[src/rtl/player_pkg.sv]
// Shared encodings for the player motion block: per-axis FSM states and
// resolved button directions, plus the direction resolver used by each axis.
package player_pkg;

    typedef enum logic [1:0] {
        AXIS_IDLE   = 2'd0,
        AXIS_HOLD   = 2'd1,
        AXIS_REPEAT = 2'd2
    } axis_state_t;

    typedef enum logic [1:0] {
        DIR_NONE = 2'd0,
        DIR_NEG  = 2'd1,
        DIR_POS  = 2'd2
    } dir_t;

    // Opposing buttons cancel; a single pressed button gives its direction.
    function automatic dir_t resolve_dir(input logic neg, input logic pos);
        case ({neg, pos})
            2'b10:   return DIR_NEG;
            2'b01:   return DIR_POS;
            default: return DIR_NONE;
        endcase
    endfunction

endpackage

[src/rtl/player_axis_ctrl.sv]
// One motion axis: press/hold/auto-repeat FSM, hold counter and the
// step arithmetic (clamp by default, wrap-around when PLAYER_WRAP_EN is defined).
module player_axis_ctrl
    import player_pkg::*;
#(
    parameter int unsigned W          = 8,
    parameter int unsigned MAX        = 216,
    parameter int unsigned STEP       = 1,
    parameter int unsigned HOLD_TICKS = 3,
    parameter int unsigned INIT       = 0
) (
    input  logic         i_Clk,
    input  logic         i_Rst_n,
    input  logic         i_tick,
    input  logic         i_neg,
    input  logic         i_pos,
    output logic [W-1:0] o_pos,
    output logic         o_active
);

    localparam int unsigned CNT_W = $clog2(HOLD_TICKS + 1);

    localparam logic [W:0]       STEP_E    = (W+1)'(STEP);
    localparam logic [W:0]       MAX_E     = (W+1)'(MAX);
    localparam logic [W-1:0]     STEP_W    = W'(STEP);
    localparam logic [W-1:0]     MAX_W     = W'(MAX);
    localparam logic [W-1:0]     INIT_W    = W'(INIT);
    localparam logic [CNT_W-1:0] HOLD_LAST = CNT_W'(HOLD_TICKS - 1);

`ifdef PLAYER_WRAP_EN
    localparam logic [W-1:0] UNDER_W = MAX_W;
    localparam logic [W-1:0] OVER_W  = '0;
`else
    localparam logic [W-1:0] UNDER_W = '0;
    localparam logic [W-1:0] OVER_W  = MAX_W;
`endif

    axis_state_t      r_state, w_state_nxt;
    dir_t             r_dir, w_dir_nxt, w_dir;
    logic [CNT_W-1:0] r_cnt, w_cnt_nxt;
    logic [W-1:0]     r_pos, w_pos_nxt;
    logic [W:0]       w_ext;
    logic [W-1:0]     w_neg_pos, w_pos_pos;
    logic             w_step;

    assign w_dir = resolve_dir(i_neg, i_pos);

    // Candidate positions; comparisons run one bit wider so pos+STEP never wraps.
    always_comb begin
        w_ext     = {1'b0, r_pos};
        w_neg_pos = (w_ext >= STEP_E)          ? (r_pos - STEP_W) : UNDER_W;
        w_pos_pos = ((w_ext + STEP_E) <= MAX_E) ? (r_pos + STEP_W) : OVER_W;
    end

    // Next-state logic: immediate step on a new press, tick-paced repeat after hold.
    always_comb begin
        w_state_nxt = r_state;
        w_dir_nxt   = r_dir;
        w_cnt_nxt   = r_cnt;
        w_step      = 1'b0;
        case (r_state)
            AXIS_IDLE: begin
                if (w_dir != DIR_NONE) begin
                    w_step      = 1'b1;
                    w_dir_nxt   = w_dir;
                    w_cnt_nxt   = '0;
                    w_state_nxt = AXIS_HOLD;
                end
            end
            default: begin
                if (w_dir == DIR_NONE) begin
                    w_dir_nxt   = DIR_NONE;
                    w_cnt_nxt   = '0;
                    w_state_nxt = AXIS_IDLE;
                end else if (w_dir != r_dir) begin
                    w_step      = 1'b1;
                    w_dir_nxt   = w_dir;
                    w_cnt_nxt   = '0;
                    w_state_nxt = AXIS_HOLD;
                end else if (i_tick) begin
                    if (r_state == AXIS_HOLD) begin
                        w_cnt_nxt = r_cnt + CNT_W'(1);
                        if (r_cnt == HOLD_LAST) begin
                            w_step      = 1'b1;
                            w_state_nxt = AXIS_REPEAT;
                        end
                    end else begin
                        w_step = 1'b1;
                    end
                end
            end
        endcase
        w_pos_nxt = r_pos;
        if (w_step) begin
            w_pos_nxt = (w_dir == DIR_NEG) ? w_neg_pos : w_pos_pos;
        end
    end

    // State, latched direction, hold counter and position registers.
    always_ff @(posedge i_Clk) begin
        if (!i_Rst_n) begin
            r_state <= AXIS_IDLE;
            r_dir   <= DIR_NONE;
            r_cnt   <= '0;
            r_pos   <= INIT_W;
        end else begin
            r_state <= w_state_nxt;
            r_dir   <= w_dir_nxt;
            r_cnt   <= w_cnt_nxt;
            r_pos   <= w_pos_nxt;
        end
    end

    assign o_pos    = r_pos;
    assign o_active = (r_state != AXIS_IDLE);

endmodule

[src/rtl/player_motion_ctrl.sv]
// Player sprite position from four direction buttons: move-tick prescaler,
// two independent axis controllers and edge flags. Wrap-around instead of
// clamping is selected by defining PLAYER_WRAP_EN.
module player_motion_ctrl
    import player_pkg::*;
#(
    parameter int unsigned X_W        = 8,
    parameter int unsigned Y_W        = 9,
    parameter int unsigned FIELD_W    = 240,
    parameter int unsigned FIELD_H    = 320,
    parameter int unsigned SPRITE_W   = 24,
    parameter int unsigned SPRITE_H   = 24,
    parameter int unsigned STEP       = 1,
    parameter int unsigned TICK_DIV   = 4,
    parameter int unsigned HOLD_TICKS = 3,
    parameter int unsigned X_INIT     = 0,
    parameter int unsigned Y_INIT     = 0
) (
    input  logic           i_Clk,
    input  logic           i_Rst_n,
    input  logic           i_btn_Left,
    input  logic           i_btn_Right,
    input  logic           i_btn_Up,
    input  logic           i_btn_Down,
    output logic [X_W-1:0] o_Player_x,
    output logic [Y_W-1:0] o_Player_y,
    output logic           o_Moving,
    output logic           o_At_Edge_x,
    output logic           o_At_Edge_y
);

    localparam int unsigned X_MAX  = FIELD_W - SPRITE_W;
    localparam int unsigned Y_MAX  = FIELD_H - SPRITE_H;
    localparam int unsigned TICK_W = $clog2(TICK_DIV);
    localparam logic [TICK_W-1:0] TICK_LAST = TICK_W'(TICK_DIV - 1);

    logic [TICK_W-1:0] r_tick_cnt;
    logic              w_tick;
    logic [X_W-1:0]    w_x;
    logic [Y_W-1:0]    w_y;
    logic              w_active_x, w_active_y;

    assign w_tick = (r_tick_cnt == TICK_LAST);

    // Free-running move-tick prescaler.
    always_ff @(posedge i_Clk) begin
        if (!i_Rst_n) begin
            r_tick_cnt <= '0;
        end else if (w_tick) begin
            r_tick_cnt <= '0;
        end else begin
            r_tick_cnt <= r_tick_cnt + TICK_W'(1);
        end
    end

    player_axis_ctrl #(
        .W          (X_W),
        .MAX        (X_MAX),
        .STEP       (STEP),
        .HOLD_TICKS (HOLD_TICKS),
        .INIT       (X_INIT)
    ) u_axis_x (
        .i_Clk    (i_Clk),
        .i_Rst_n  (i_Rst_n),
        .i_tick   (w_tick),
        .i_neg    (i_btn_Left),
        .i_pos    (i_btn_Right),
        .o_pos    (w_x),
        .o_active (w_active_x)
    );

    player_axis_ctrl #(
        .W          (Y_W),
        .MAX        (Y_MAX),
        .STEP       (STEP),
        .HOLD_TICKS (HOLD_TICKS),
        .INIT       (Y_INIT)
    ) u_axis_y (
        .i_Clk    (i_Clk),
        .i_Rst_n  (i_Rst_n),
        .i_tick   (w_tick),
        .i_neg    (i_btn_Up),
        .i_pos    (i_btn_Down),
        .o_pos    (w_y),
        .o_active (w_active_y)
    );

    assign o_Player_x  = w_x;
    assign o_Player_y  = w_y;
    assign o_Moving    = w_active_x | w_active_y;
    assign o_At_Edge_x = (w_x == '0) || (w_x == X_W'(X_MAX));
    assign o_At_Edge_y = (w_y == '0) || (w_y == Y_W'(Y_MAX));

endmodule
[config.mk]
export PLATFORM = sky130hd
export DESIGN_NAME = player_motion_ctrl
export DESIGN_NICKNAME = d
export VERILOG_FILES = /design/src/rtl/player_pkg.sv /design/src/rtl/player_axis_ctrl.sv /design/src/rtl/player_motion_ctrl.sv
export SDC_FILE = /design/constraint.sdc
export NUM_CORES = 1
export LEC_CHECK = 0
export ABC_AREA = 1
export CAP_MARGIN = 20
export CORE_ASPECT_RATIO = 1.75
export CORE_MARGIN = 1
export CORE_UTILIZATION = 55
export CTS_BUF_LIST = sky130_fd_sc_hd__clkbuf_4 sky130_fd_sc_hd__clkbuf_8 sky130_fd_sc_hd__clkbuf_16
export CTS_CLUSTER_DIAMETER = 50
export DETAILED_ROUTE_END_ITERATION = 8
export PLACE_DENSITY_LB_ADDON = 0.12
export SYNTH_ARGS = -nofsm -noshare
export SYNTH_HDL_FRONTEND = slang
export SYNTH_SLANG_ARGS = --single-unit
export TNS_END_PERCENT = 10
[constraint.sdc]
create_clock -name i_Clk -period 2.75 [get_ports i_Clk]
set_input_delay 0.825 -clock i_Clk [delete_from_list [all_inputs] [get_ports i_Clk]]
set_output_delay 0.825 -clock i_Clk [all_outputs]
set_load 0.01 [all_outputs]
==> impl_table.tex <==
\begin{tabular}{lr}
\hline
Metric & Value \\
\hline
\multicolumn{2}{l}{\textbf{STA}} \\
\quad Final period demand of the worst path & 2.645 ns \\
\quad Post-route fraction of the period consumed by the critical path & 96.16\% \\
\quad Final worst slack & 0.1055 ns \\
\quad Number of failing hold endpoints at the final stage & 0 \\
\quad Pins over their slew limit & 0 \\
\quad Worst-Margin Slew & 0.3425 ns \\
\quad Highest attainable clock frequency & 0.3781 GHz \\
\quad Worst-case headroom to the max-slew limit & 77.09\% \\
\quad Worst hold margin & 0.4528 ns \\
\quad Clock skew & 0.004735 ns \\
\quad Count of endpoints failing setup in the final report & 0 \\
\multicolumn{2}{l}{\textbf{Clocking}} \\
\quad Sinks on Clock Net & 31 \\
\quad Number of hold buffers added after cts & 0 \\
\quad CTS H-tree lvls & 2 \\
\quad Largest buffer count on any clock path & 2 \\
\quad Skew-Pair Late Insertion Delay & 0.28 ns \\
\quad CTS buffer count & 5 \\
\quad Reg clk slew, reported paths & 0.06 ns \\
\quad TritonCTS clock tree & built \\
\quad CTS Root Cell & clkbuf\_8 \\
\multicolumn{2}{l}{\textbf{Global routing}} \\
\quad Total routing usage reported by global routing & 29.05\% \\
\quad Number of antenna violations at the first check in global routing & 0 \\
\quad Number of global-route vias before repair & 2509 \\
\quad Total grt overflow & 0 \\
\quad Wire length of the first global-routing pass & 10500 microns \\
\quad Maximum number of pins on one net before global-route repair & 23 \\
\multicolumn{2}{l}{\textbf{Power}} \\
\quad Power density normalized to cell area & 628.6 mW/mm\^{}2 \\
\quad Leakage power & 1.443 nW \\
\quad PnR Total Power & 1.863 mW \\
\quad Maximum vdd ir drop & 479.8 uV \\
\multicolumn{2}{l}{\textbf{Floorplan}} \\
\quad Vert. Die Dim & 90.72 microns \\
\quad Die area & 0.004780 sq mm \\
\quad Site Rows & 31 \\
\quad Initial Util & 58.51\% \\
\quad Die width & 52.70 microns \\
\quad Number of top-level pins & 26 \\
\quad Core Region & 0.004228 sq mm \\
\multicolumn{2}{l}{\textbf{Setup path}} \\
\quad Kind of capture point of the worst setup path & output pin \\
\quad Critical path endpoint & o\_At\_Edge\_x \\
\quad Peak fanout along the critical path & 9 \\
\quad Setup CP Type & register to output pin \\
\quad Arrival time of the worst setup path & 1.82 ns \\
\quad Worst-case register-to-register setup slack & 0.81 ns \\
\quad Critical Path Source Type & register \\
\quad Crit Reg-Reg Startpoint & u\_axis\_y.o\_pos[0] \\
\quad End of the worst register-to-register path & u\_axis\_y.o\_pos[0] \\
\quad Cell Chain, Critical Path & nand2\_1 > nor3\_1 > a41o\_1 > clkdlybuf4s50\_1 \\
\quad Delay of the slowest cell on the worst path & 0.52 ns \\
\quad Critical path required time & 1.93 ns \\
\quad Worst Setup SP & u\_axis\_x.o\_pos[3] \\
\quad Number of cells on the worst reg-to-reg path & 13 \\
\quad Critical path's slowest cell & clkdlybuf4s50\_1 \\
\multicolumn{2}{l}{\textbf{Drt}} \\
\quad Detailed-route vias per instance & 5.504 \\
\quad Remaining number of nets flagged by the antenna check after routing & 0 \\
\quad Post-detailed-route wirelength per cell & 13.60 microns \\
\quad DRC violation count after routing & 0 \\
\quad Number of iterations in the first detailed-routing pass & 6 \\
\quad Overall routed net length & 6501 microns \\
\quad Initial DRC Count & 83 \\
\quad Routed vias & 2631 \\
\multicolumn{2}{l}{\textbf{Min path}} \\
\quad Start point of the worst min-delay path & r\_tick\_cnt[0] \\
\quad Worst hold path type & register to register \\
\multicolumn{2}{l}{\textbf{Placed design}} \\
\quad Dpl hpwl & 5076 microns \\
\quad Number of buffers added on ports & 25 \\
\quad Placed instance count & 470 \\
\quad Place WS & 0.08627 ns \\
\quad Routability cong. & 0.8838 \\
\multicolumn{2}{l}{\textbf{Job}} \\
\quad Max-capacitance violation count & 0 \\
\multicolumn{2}{l}{\textbf{Synth}} \\
\quad Count of distinct cell types in the synthesized netlist & 36 \\
\quad Number of warnings printed during yosys synthesis & 0 \\
\quad Sequential-to-total area share from yosys stat & 25.09\% \\
\quad Most area-consuming cells after synthesis & dfxtp\_1, nand2\_1, inv\_1 \\
\quad Leading area contributor after synthesis & dfxtp\_1 \\
\quad Synth top area share & 25.09\% \\
\quad Cells after synthesis & 387 \\
\quad Average size of a mapped cell & 6.392 sq um \\
\quad Post-synth net total & 408 \\
\quad Combined area of all synthesized cells & 0.002474 sq mm \\
\quad Seq cells post-synth & 31 \\
\multicolumn{2}{l}{\textbf{Finish}} \\
\quad Most frequent cells in the layout & nand2\_1, inv\_1, nor2\_1 \\
\quad Core Util, Final & 70.11\% \\
\quad Post-layout nets & 450 \\
\quad Layout overhead on the synthesized area & 19.83\% \\
\quad Antenna fix cells & 0 \\
\quad Final cell count without fillers & 478 \\
\quad Share of layout cells above drive strength 1 & 13.05\% \\
\quad Leading cell type in the layout, fill and taps excluded & nand2\_1 \\
\quad Fill cells & 382 \\
\multicolumn{2}{l}{\textbf{Outcome}} \\
\quad Result of the run & finished clean \\
\hline
\end{tabular}
synthesized netlist by cell type, drive strengths merged:
library cell and n:
a32o 1, buf 7, nand3 24, nor4 1
o21ai 40, nand3b 1, nor3 5, clkinv 1
mux2 1, dfxtp 31, a31oi 1, xor2 10
nand2 87, and3 1, o21bai 1, xnor2 5
nand4 7, clkbuf 2, a21oi 32, nor2 53
a41o 1, nor3b 1, a211oi 1, inv 57
ha 15, o31ai 1
what timing repair did:
action,4_1_cts,5_1_grt
resized for setup,2,7
pin swaps,1,1
setup buffers,0,1
setup endpoints to repair,1,2
how the worst min path moves through the flow:
stage                                to  slack, ns  cells past startpoint
after floorplan           r_tick_cnt[0]       0.41                      1
after global placement    r_tick_cnt[0]       0.42                      1
after detailed placement  r_tick_cnt[0]       0.44                      1
after CTS                 r_tick_cnt[0]       0.45                      1
after global routing      r_tick_cnt[0]       0.46                      1
final                     r_tick_cnt[0]       0.45                      1
metrics by stage:
stage,setup TNS (ns),instance area (sq um)
after floorplan,0,2474
after global placement,0,2841
after detailed placement,0,2841
after CTS,0,2934
after global routing,-0.007919,2964
final,0,2964
worst max-delay path: cells and delay by family (launching register included):
family | cells | cell delay, ns
buffers and inverters | 1 | 0.52
flip-flops | 1 | 0.51
AND/OR/NAND/NOR | 2 | 0.32
AO/OA/AOI/OAI | 1 | 0.18
layout make-up:
type	instances	area (sq um)	share of cell area, %
Multi-Input combinational cell	289	1580	53.31
Sequential cell	31	621.8	20.98
Timing Repair Buffer	44	395.4	13.34
Inverter	58	217.7	7.345
Clock buffer	6	82.58	2.786
Tap cell	49	61.31	2.068
Clock inverter	1	5.005	0.1688
state kept, by name, summed over array words and instances (netlist names):
| signal | cells |
|---|---|
| u_axis_y.r_dir | 2 |
| u_axis_y.o_pos | 9 |
| u_axis_x.o_pos | 8 |
| u_axis_x.r_state | 2 |
| u_axis_y.r_cnt | 2 |
| u_axis_x.r_dir | 2 |
| r_tick_cnt | 2 |
| u_axis_y.r_state | 2 |
| u_axis_x.r_cnt | 2 |
report_power, final:
part	switching [mW]	total [mW]	leakage (nW)	internal, mW
clock	0.166	0.362	0.0470	0.196
sequential	0.0543	0.575	0.256	0.521
combinational	0.539	0.926	1.14	0.388
total	0.759	1.86	1.44	1.10
per-layer routing:
layer  global-route usage, %  vias up  wire length (microns)
li1                        -     1329                      -
met1                   24.33     1180                   2201
met2                   56.54       86                   3734
met3                   4.545       36                    200
met4                   18.86        0                    364
met5                       0        -                      0
logic make-up after synthesis:
| logic type | Yosys count | synth area share [%] |
|---|---|---|
| flip-flops | 31 | 25.09 |
| multiplexers | 1 | 0.4552 |
| AO/OA/AOI/OAI | 78 | 17.45 |
| AND/OR/NAND/NOR | 180 | 31.51 |
| buffers and inverters | 67 | 11.99 |
| adder cells (fa/ha/maj) | 15 | 7.587 |
| XOR/XNOR | 15 | 5.918 |
Note: power is estimated with default switching activity, not from simulation.
